$ cat src/rtl/demultiplexer_sync.sv
// rtl/demultiplexer_sync.sv - registered 1-to-8 demultiplexer with per-channel 1-deep valid/ready holding registers
module demultiplexer_sync #(
    parameter int WIDTH = 8,
    parameter int CNT_W = 16
) (
    input  logic               clk,
    input  logic               rst,
    input  logic               enable,
    input  logic [2:0]         select,
    input  logic               in_valid,
    input  logic [WIDTH-1:0]   in_data,
    output logic               in_ready,
    output logic [7:0]         y_valid,
    output logic [8*WIDTH-1:0] y_data,
    input  logic [7:0]         y_ready,
    output logic [CNT_W-1:0]   xfer_count
);

    logic [7:0]       valid_q, valid_d;
    logic [WIDTH-1:0] data_q [8];
    logic [WIDTH-1:0] data_d [8];
    logic [CNT_W-1:0] cnt_q, cnt_d;
    logic             xfer;

    always_comb begin
        // y_ready pass-through lets a draining channel take a new word in the same cycle
        in_ready = enable & ~rst & (~valid_q[select] | y_ready[select]);
        xfer     = in_valid & in_ready;
        valid_d  = valid_q & ~y_ready;
        data_d   = data_q;
        cnt_d    = cnt_q;
        if (xfer) begin
            valid_d[select] = 1'b1;
            data_d[select]  = in_data;
            cnt_d           = cnt_q + {{(CNT_W-1){1'b0}}, 1'b1};
        end
    end

    always_ff @(posedge clk) begin
        if (rst) begin
            valid_q <= '0;
            cnt_q   <= '0;
            for (int k = 0; k < 8; k++) begin
                data_q[k] <= '0;
            end
        end else begin
            valid_q <= valid_d;
            cnt_q   <= cnt_d;
            data_q  <= data_d;
        end
    end

    genvar g;
    generate
        for (g = 0; g < 8; g++) begin : g_out
            assign y_data[g*WIDTH +: WIDTH] = data_q[g];
        end
    endgenerate

    assign y_valid    = valid_q;
    assign xfer_count = cnt_q;

endmodule

$ cat config.mk
export PLATFORM = sky130hd
export DESIGN_NAME = demultiplexer_sync
export DESIGN_NICKNAME = d
export VERILOG_FILES = /design/src/rtl/demultiplexer_sync.sv
export SDC_FILE = /design/constraint.sdc
export NUM_CORES = 1
export LEC_CHECK = 0
export CORE_UTILIZATION = 40
export DETAILED_ROUTE_END_ITERATION = 6
export PLACE_DENSITY = 0.72
export SYNTH_ARGS = -nofsm -noshare
export SYNTH_HDL_FRONTEND = slang
export SYNTH_SLANG_ARGS = --single-unit
$ cat constraint.sdc
create_clock -name clk -period 6.07 [get_ports clk]
set_input_delay 1.821 -clock clk [delete_from_list [all_inputs] [get_ports clk]]
set_output_delay 1.821 -clock clk [all_outputs]
set_load 0.01 [all_outputs]
-- Word-level counts from Yosys, hierarchy flattened
Cells that the tools add are included.
- flip-flop bits (word level): 88
- output and inout bits: 89
- $add $sub $neg: 1
- order comparisons: 4
- multiplexer cells: 10
- bitwise logic cells: 10
- reduce and logical (&&, ||, !) cells: 2
- operators by type and width (operator ; count):
    $bwmux W64 ; 1
    $demux W8 S3 ; 1
    $add A16 B1 Y16 const B ; 1
    $mux W8 ; 2
    $and A8 B8 Y8 ; 1
    $not A8 Y8 ; 1
    $or A8 B8 Y8 ; 1
    $bmux W1 S3 ; 2
    $ge A4 B4 Y1 const B ; 1
    $lt A3 B4 Y1 const B ; 1
    $lt A4 B1 Y1 const B ; 1
    $not A3 Y4 ; 1
    $and A1 B1 Y1 ; 3
    $demux W1 S3 ; 1
    $ge A3 B1 Y1 const B ; 1
    $mux W1 ; 3
    $logic_and A1 B1 Y1 ; 2
    $not A1 Y1 ; 2
    $or A1 B1 Y1 ; 1

-- Longest topological paths before layout
Gate-level depths: netlist (run 1).
- word-level depth: 7
- mapped depth: 9
- depth with buffers taken out: 5

-- Worst setup path before layout (run 1)
No wires, ideal clock.
- path kind: input to output
- start: input port select[1]
- end: output port in_ready
- arrival time: 3.315 ns
- data required time: 4.249 ns
- path slack: 0.934 ns
- cell stages on the path: 8
- path through: buf_2 mux4_2 mux2i_2 o31a_1 buf_6 buf_6 buf_6 nor2_1
- cells in the longest elaborated chain, start to end: 5
- ends and longest elaborated chain (item ; line ; RTL):
    start, declared ; 9 ; input logic [2:0] select,
    $bmux W1 S3 ; 27 ; in_ready = enable & ~rst & (~valid_q[select] | y_ready[select]);
    $mux W1 (implied by the code) ; 27 ;
    $not A1 Y1 ; 27 ;
    $or A1 B1 Y1 (*) ; 27 ;
    $and A1 B1 Y1 (*) ; 27 ;
    end, declared ; 12 ; output logic in_ready,
Every way passes the cells marked *; elsewhere a longest branch is shown, timed or not. The select of a mux whose other input is x is not followed.

-- Worst setup path in the final report (run 1)
- start: input port select[2]
- end: output port in_ready
The elaborated chain is that of the path after synthesis.

==> metrics.txt, run 1 <==
status completed; cell area after layout ~5100 µm²; mapped cell area 3770 µm²; most frequent cells in the layout clkdlybuf4s50_1, dfxtp_1, a21oi_1; Setup-failing EPs final 0; Row Count 35; worst path arrival time 4.08 ns; Reg area 1760 µm²; global-route met3 utilization 0.0326; share of cells above drive strength 1 0.0750; crit path kind in -> out; initial antenna violation count 0; DRT iter0 DRCs roughly 280; WP data required 4.25 ns; Vias/cell 5.86; Fill cells 853; most used routing layer met2; nets@finish 566; vias in the first global route 3,597; Final Slew Violations 0; Critical-path top delay cell clkdlybuf4s50_1; synthesized net count 475; Die Ht 99.1 µm; clk buf depth 2; Max VDD drop around 120 µV; met1 Use GR 0.320; largest net degree at the start of global routing 93; post-DP HPWL 7.72 mm; fmax 169 MHz; Worst setup SP type input pin; Yosys cell types 41; final count of hold timing violations 0; slowest stage delay, CP 0.66 ns; Yosys top cell by area dfxtp_1; CORE AREA a little over 9000 µm²; total wire length 11.4 mm; post-route ant nets 0; most common cell after layout, fill and taps aside clkdlybuf4s50_1; EDFF count, synth 0; PnR worst setup slack between 0.15 and 0.2 ns; critical path's top delay family buffers and inverters; Min-Delay Path Class reg -> reg; DP Worst Slack 0.183 ns; initial core utilization 0.410; Die ar. just under 10,000 µm²; Final Cycle Share 0.972; Area Overhead vs Synth 35.2%; Max Cap Violations 0; H-tree depth 3; Port Buffers 111; Final min period 5.90 ns; synth top area cells dfxtp_1, a21oi_1, nand3_1; routed length per instance roughly 17 µm; Leak Pwr 1.60 nW; TritonCTS clock tree done; Crit Path Max Fanout 14; share of the synthesized area in the top cell type 0.467; clock sinks 88; met2 usage 0.364; gp weighted congestion 0.934; Inserted Diodes 0; crit-path cells clkdlybuf4s50_1 > or3b_2 > a21oi_1 > o31a_2 > nor2_1 > clkdlybuf4s50_1; Worst-Margin Slew 1.15 ns; DRC viols 0; grt ovf 0; TritonRoute pass-1 iters 5; # IOs approximately 110; Overall Global Routing Usage 0.233; top_reg_cell synth dfxtp_1; cell mode on critical path clkdlybuf4s50_1; DP Area 4880 µm²; power per cell area 212 nW/µm²; CP bufs+invs 2; Yosys warnings 0; Chip Width 99.1 µm; first-pass GRT wire length 18.2 mm; CTS Root Cell clkbuf_8; Seq/Total Area, Yosys 0.467; CTS buffer count 9; Fin Clk Skew around 0.0048 ns; syn avg cell area ~8.4 µm²; clock-pin slew on the worst setup and hold paths 0.08 ns; post-synthesis register bit count 88; Slew HR 0.228; RSZ-0062 raised after global routing no; post-synthesis async set-or-reset flop share 0; cell count after synthesis around 450; Setup TNS Final 0 ns; Worst-Skew Late Latency 0.35 ns; Multi-input gate area 1830 µm²; via count 3,858; CP Capture Type output pin
==> Yosys cell counts, types with 2 or more instances <==
cell	number
nand2b_1	6
and3_1	2
buf_1	4
o41ai_1	2
buf_6	5
or4_1	9
nand3_1	64
or3_1	5
and4_1	2
o311ai_0	2
a31o_1	2
o21ai_1	3
nand3b_1	2
inv_1	3
mux4_2	2
clkbuf_1	22
nand4_1	3
clkbuf_2	2
dfxtp_1	88
and2_1	2
mux2i_1	3
nor2_1	10
nor3_1	16
o31ai_1	9
nand2_1	28
nor2b_1	5
a21oi_1	74
buf_2	3
a31o_2	10
o21ai_0	52
==> final timing paths <==
path	slack, ns	end	start	depth (start not counted)
hold / removal	0.48	y_data[14]$_SDFFE_PP0P_	y_data[14]$_SDFFE_PP0P_	2
setup / recovery	0.17	in_ready	select[2]	6
setup reg to reg	3.59	y_data[38]$_SDFFE_PP0P_	y_valid[0]$_SDFF_PP0_	6
hold reg to reg	0.48	y_data[14]$_SDFFE_PP0P_	y_data[14]$_SDFFE_PP0P_	2
==> tightest hold or removal path, stage by stage, from the launching register on <==
cell and delay (ns):
dfxtp_1 0.31, o21ai_0 0.06, a21oi_1 0.06
==> area by class of cell <==
type,instances,share of cell area
Timing Repair Buffer,117,0.226
Multi-Input combinational cell,323,0.359
Clock inverter,6,0.0133
Tap cell,111,0.0273
Inverter,3,0.00221
Sequential cell,88,0.346
Clock buffer,10,0.0270
==> layer usage <==
layer  up-vias  part of all wire
met3        21             0.063
met5         -                 0
met1      1835              0.44
met2       157              0.48
li1       1845                 -
met4         0             0.023
==> power breakdown <==
| part | switching (W) | total (W) | internal [W] |
|---|---|---|---|
| combinational | 0.0000445 | 0.0000751 | 0.0000306 |
| sequential | 0.00000265 | 0.000583 | 0.000581 |
| clock | 0.000217 | 0.000421 | 0.000203 |
==> per-stage QoR <==
stage | hold WS [ns] | power (W) | utilization | std cells
3_5_place_dp | 0.466 | 0.000671 | 0.531 | 642
3_3_place_gp | 0.458 | 0.000669 | 0.531 | 642
4_1_cts | 0.479 | 0.00108 | 0.553 | 658
2_1_floorplan | 0.498 | 0.000634 | - | 451
6_report | 0.476 | 0.00108 | 0.554 | 658
5_1_grt | 0.498 | 0.00112 | 0.554 | 658
==> state kept, by name (all words and copies together), names as in the netlist <==
name	cells
y_data	64
xfer_count	16
y_valid	8
==> cell families after synthesis <==
family          synth area share
compound gates             0.236
mux                       0.0236
simple gates               0.217
buf+inv                   0.0525
flops                      0.467
fa+ha+maj                0.00332
==> timing repair <==
action,4_1_cts,5_1_grt
hold buffers,0,0
endpoints found under the setup margin,0,1
gates resized for setup,0,1
setup buffers,0,0
Note: power is estimated with default switching activity, not from simulation.
==> inputs of run 2 (changes only) <==
--- a/config.mk
+++ b/config.mk
@@ -7,7 +7,7 @@
 export LEC_CHECK = 0
 export CORE_UTILIZATION = 40
 export DETAILED_ROUTE_END_ITERATION = 6
-export PLACE_DENSITY = 0.72
+export PLACE_DENSITY = 0.76
 export SYNTH_ARGS = -nofsm -noshare
 export SYNTH_HDL_FRONTEND = slang
 export SYNTH_SLANG_ARGS = --single-unit
==> constraint.sdc (replaced) <==
create_clock -name clk -period 6.07 [get_ports clk]
set_input_delay 1.821 -clock clk [delete_from_list [all_inputs] [get_ports clk]]
set_output_delay 1.821 -clock clk [all_outputs]
set_load 0.1 [all_outputs]
==> run 2 against run 1 <==
  * Worst hold slack hardly changed
  * Non-clock buffer count stayed put
  * Cell count down 0.15%
  * Sequential power about the same
  * Via count down 0.16%
  * Register-to-register slack barely moved
  * Highest routed layer unchanged
  * Cell area grew 0.54%
  * Global-route usage fell by 0.19 points
==> metrics.txt, run 2 (same netlist as run 1, synthesis figures left out) <==
Final Slew Violations 0 (unchanged); crit path kind in -> out; Port Buffers 111 (unchanged); initial antenna violation count 0 (unchanged); cts repair resizes 0 (unchanged); CORE AREA 9200 µm² (unchanged); Die Ht 99.1 µm (unchanged); share of cells above drive strength 1 0.0751 (+0.000137); CTS Root Cell clkbuf_8; Worst-Margin Slew 1.15 ns (-0.00158 ns); Setup Fix Bufs, Post-CTS 0 (unchanged); Chip Width 99.1 µm (unchanged); Hold-fix buffers, CTS 0 (unchanged); # IOs 112 (unchanged); Setup-failing EPs final 0 (unchanged); met1 Use GR 0.315 (-0.00549); Max VDD drop 144 µV (+18%); gp weighted congestion 0.824 (-12%); TritonRoute pass-1 iters 5 (unchanged); Area Overhead vs Synth 35.9%; power per cell area 225 nW/µm² (+6.4%); DRT iter0 DRCs 239 (-15%); vias in the first global route 3,440 (-4.4%); Crit Path Max Fanout 14 (unchanged); grt ovf 0 (unchanged); Inserted Diodes 0 (unchanged); H-tree depth 3 (unchanged); largest net degree at the start of global routing 93 (unchanged); Row Count 35 (unchanged); WHS Endpoint y_data[58]$_SDFFE_PP0P_; most frequent cells in the layout clkdlybuf4s50_1, dfxtp_1, a21oi_1; global-route met3 utilization 0.0333 (+0.000709); clock sinks 88 (unchanged); CTS buffer count 9 (unchanged); DRC viols 0 (unchanged); Slew HR 0.229 (+0.00106); reg2reg path depth 6 (unchanged); routed length per instance 17.4 µm (+0.57%); met2 usage 0.378 (+0.0140); Max Cap Violations 0 (unchanged); most common cell after layout, fill and taps aside clkdlybuf4s50_1; clk buf depth 2 (unchanged); Largest register FFs 64 (unchanged); worst path arrival time 3.80 ns (-0.28 ns); post-DP HPWL 7.71 mm (-0.13%); nets@finish 566 (unchanged); status completed; total power 0.00115 W (+6.9%); via count 3,852 (-0.16%); Worst-Skew Late Latency 0.35 ns (about the same); Leak Pwr 1.61 nW (+1.0%); Final Cycle Share 0.926 (-0.0458); Final min period 5.62 ns (-0.278 ns); Vias/cell 5.86 (about the same); final count of hold timing violations 0 (unchanged); Setup TNS Final 0 ns (unchanged); total wire length 11.4 mm (+0.41%); Min-Delay Path Class reg -> reg; final hold slack 0.476 ns (+0.000193 ns); first-pass GRT wire length 17.9 mm (-2.1%); post-route ant nets 0 (unchanged); initial core utilization 0.410 (unchanged); Fin Clk Skew 0.00666 ns (+0.00182 ns); internal reg-to-reg setup slack 3.59 ns (about the same); Overall Global Routing Usage 0.231 (-0.00194); worst r2r src y_valid[0]$_SDFF_PP0_; most used routing layer met2; CP Capture Type output pin; Hold Path Cell Cnt 2 (unchanged); TritonCTS clock tree done; RSZ-0062 raised after global routing no; Worst setup SP type input pin; R2R Path End y_data[33]$_SDFFE_PP0P_; fmax 178 MHz (+4.9%); hold_sp y_data[58]$_SDFFE_PP0P_; Die ar. 9810 µm² (unchanged); WP data required 4.25 ns (about the same); clock-pin slew on the worst setup and hold paths 0.08 ns (about the same)
[run 2: cell count changes in the layout (fill, tap and decap cells not counted), sizes merged]
cell           previous run  this run
clkinv                    2         0
buf                       7         8
bufinv                    1         2
clkbuf                   10        11
clkdlybuf4s50           110       109
clkinvlp                  2         1
[run 2: cell type report]
type | instances | area (µm²)
inverters | 3 | 11.3
fillers | 868 | 4070
clock inverters | 4 | 76.3
flip-flops and latches | 88 | 1760
multi-input cells | 323 | 1820
clock buffers | 11 | 151
well taps | 111 | 139
repair buffers | 117 | 1160
[run 2: per-stage QoR]
stage,setup WS [ns],cells,util,instance area [µm²]
2_1_floorplan,0.471,451,-,3770
3_3_place_gp,0.548,642,0.532,4890
3_5_place_dp,0.479,642,0.532,4890
4_1_cts,0.467,657,0.557,5120
5_1_grt,0.352,657,0.557,5120
6_report,0.447,657,0.557,5120
[run 2: critical path, stage by stage]
cell	delay [ns]
clkdlybuf4s50_1	0.67
or3b_2	0.56
a21oi_1	0.31
o31a_2	0.20
nor2_2	0.06
buf_12	0.18
[run 2: layer usage]
metal | wire, µm | vias up
li1 | - | 1839
met1 | 5160 | 1867
met2 | 5650 | 134
met3 | 493 | 12
met4 | 125 | 0
met5 | 0 | -
[run 2: worst max path at each step]
stage,start,to,slack [ns],depth (start not counted)
3_3_place_gp,select[2],in_ready,0.55,6
5_1_grt,select[2],in_ready,0.35,6
3_5_place_dp,select[2],in_ready,0.48,6
6_report,select[2],in_ready,0.45,6
4_1_cts,select[2],in_ready,0.47,6
2_1_floorplan,select[0],in_ready,0.47,8
[run 2: report_power, final]
group,switching (W),internal (W),total (W)
Clock,0.000211,0.000254,0.000465
Sequential,0.00000257,0.000581,0.000583
Combinational,0.0000741,0.0000313,0.000105
Total,0.000288,0.000866,0.00115
==> inputs of run 3 (changes only) <==
--- a/config.mk
+++ b/config.mk
@@ -8,6 +8,7 @@
 export CORE_UTILIZATION = 40
 export DETAILED_ROUTE_END_ITERATION = 6
 export PLACE_DENSITY = 0.76
+export SKIP_CTS_REPAIR_TIMING = 1
 export SYNTH_ARGS = -nofsm -noshare
 export SYNTH_HDL_FRONTEND = slang
 export SYNTH_SLANG_ARGS = --single-unit
==> results of run 3 <==
Final layout, timing and power as in run 2 (identical DEF).
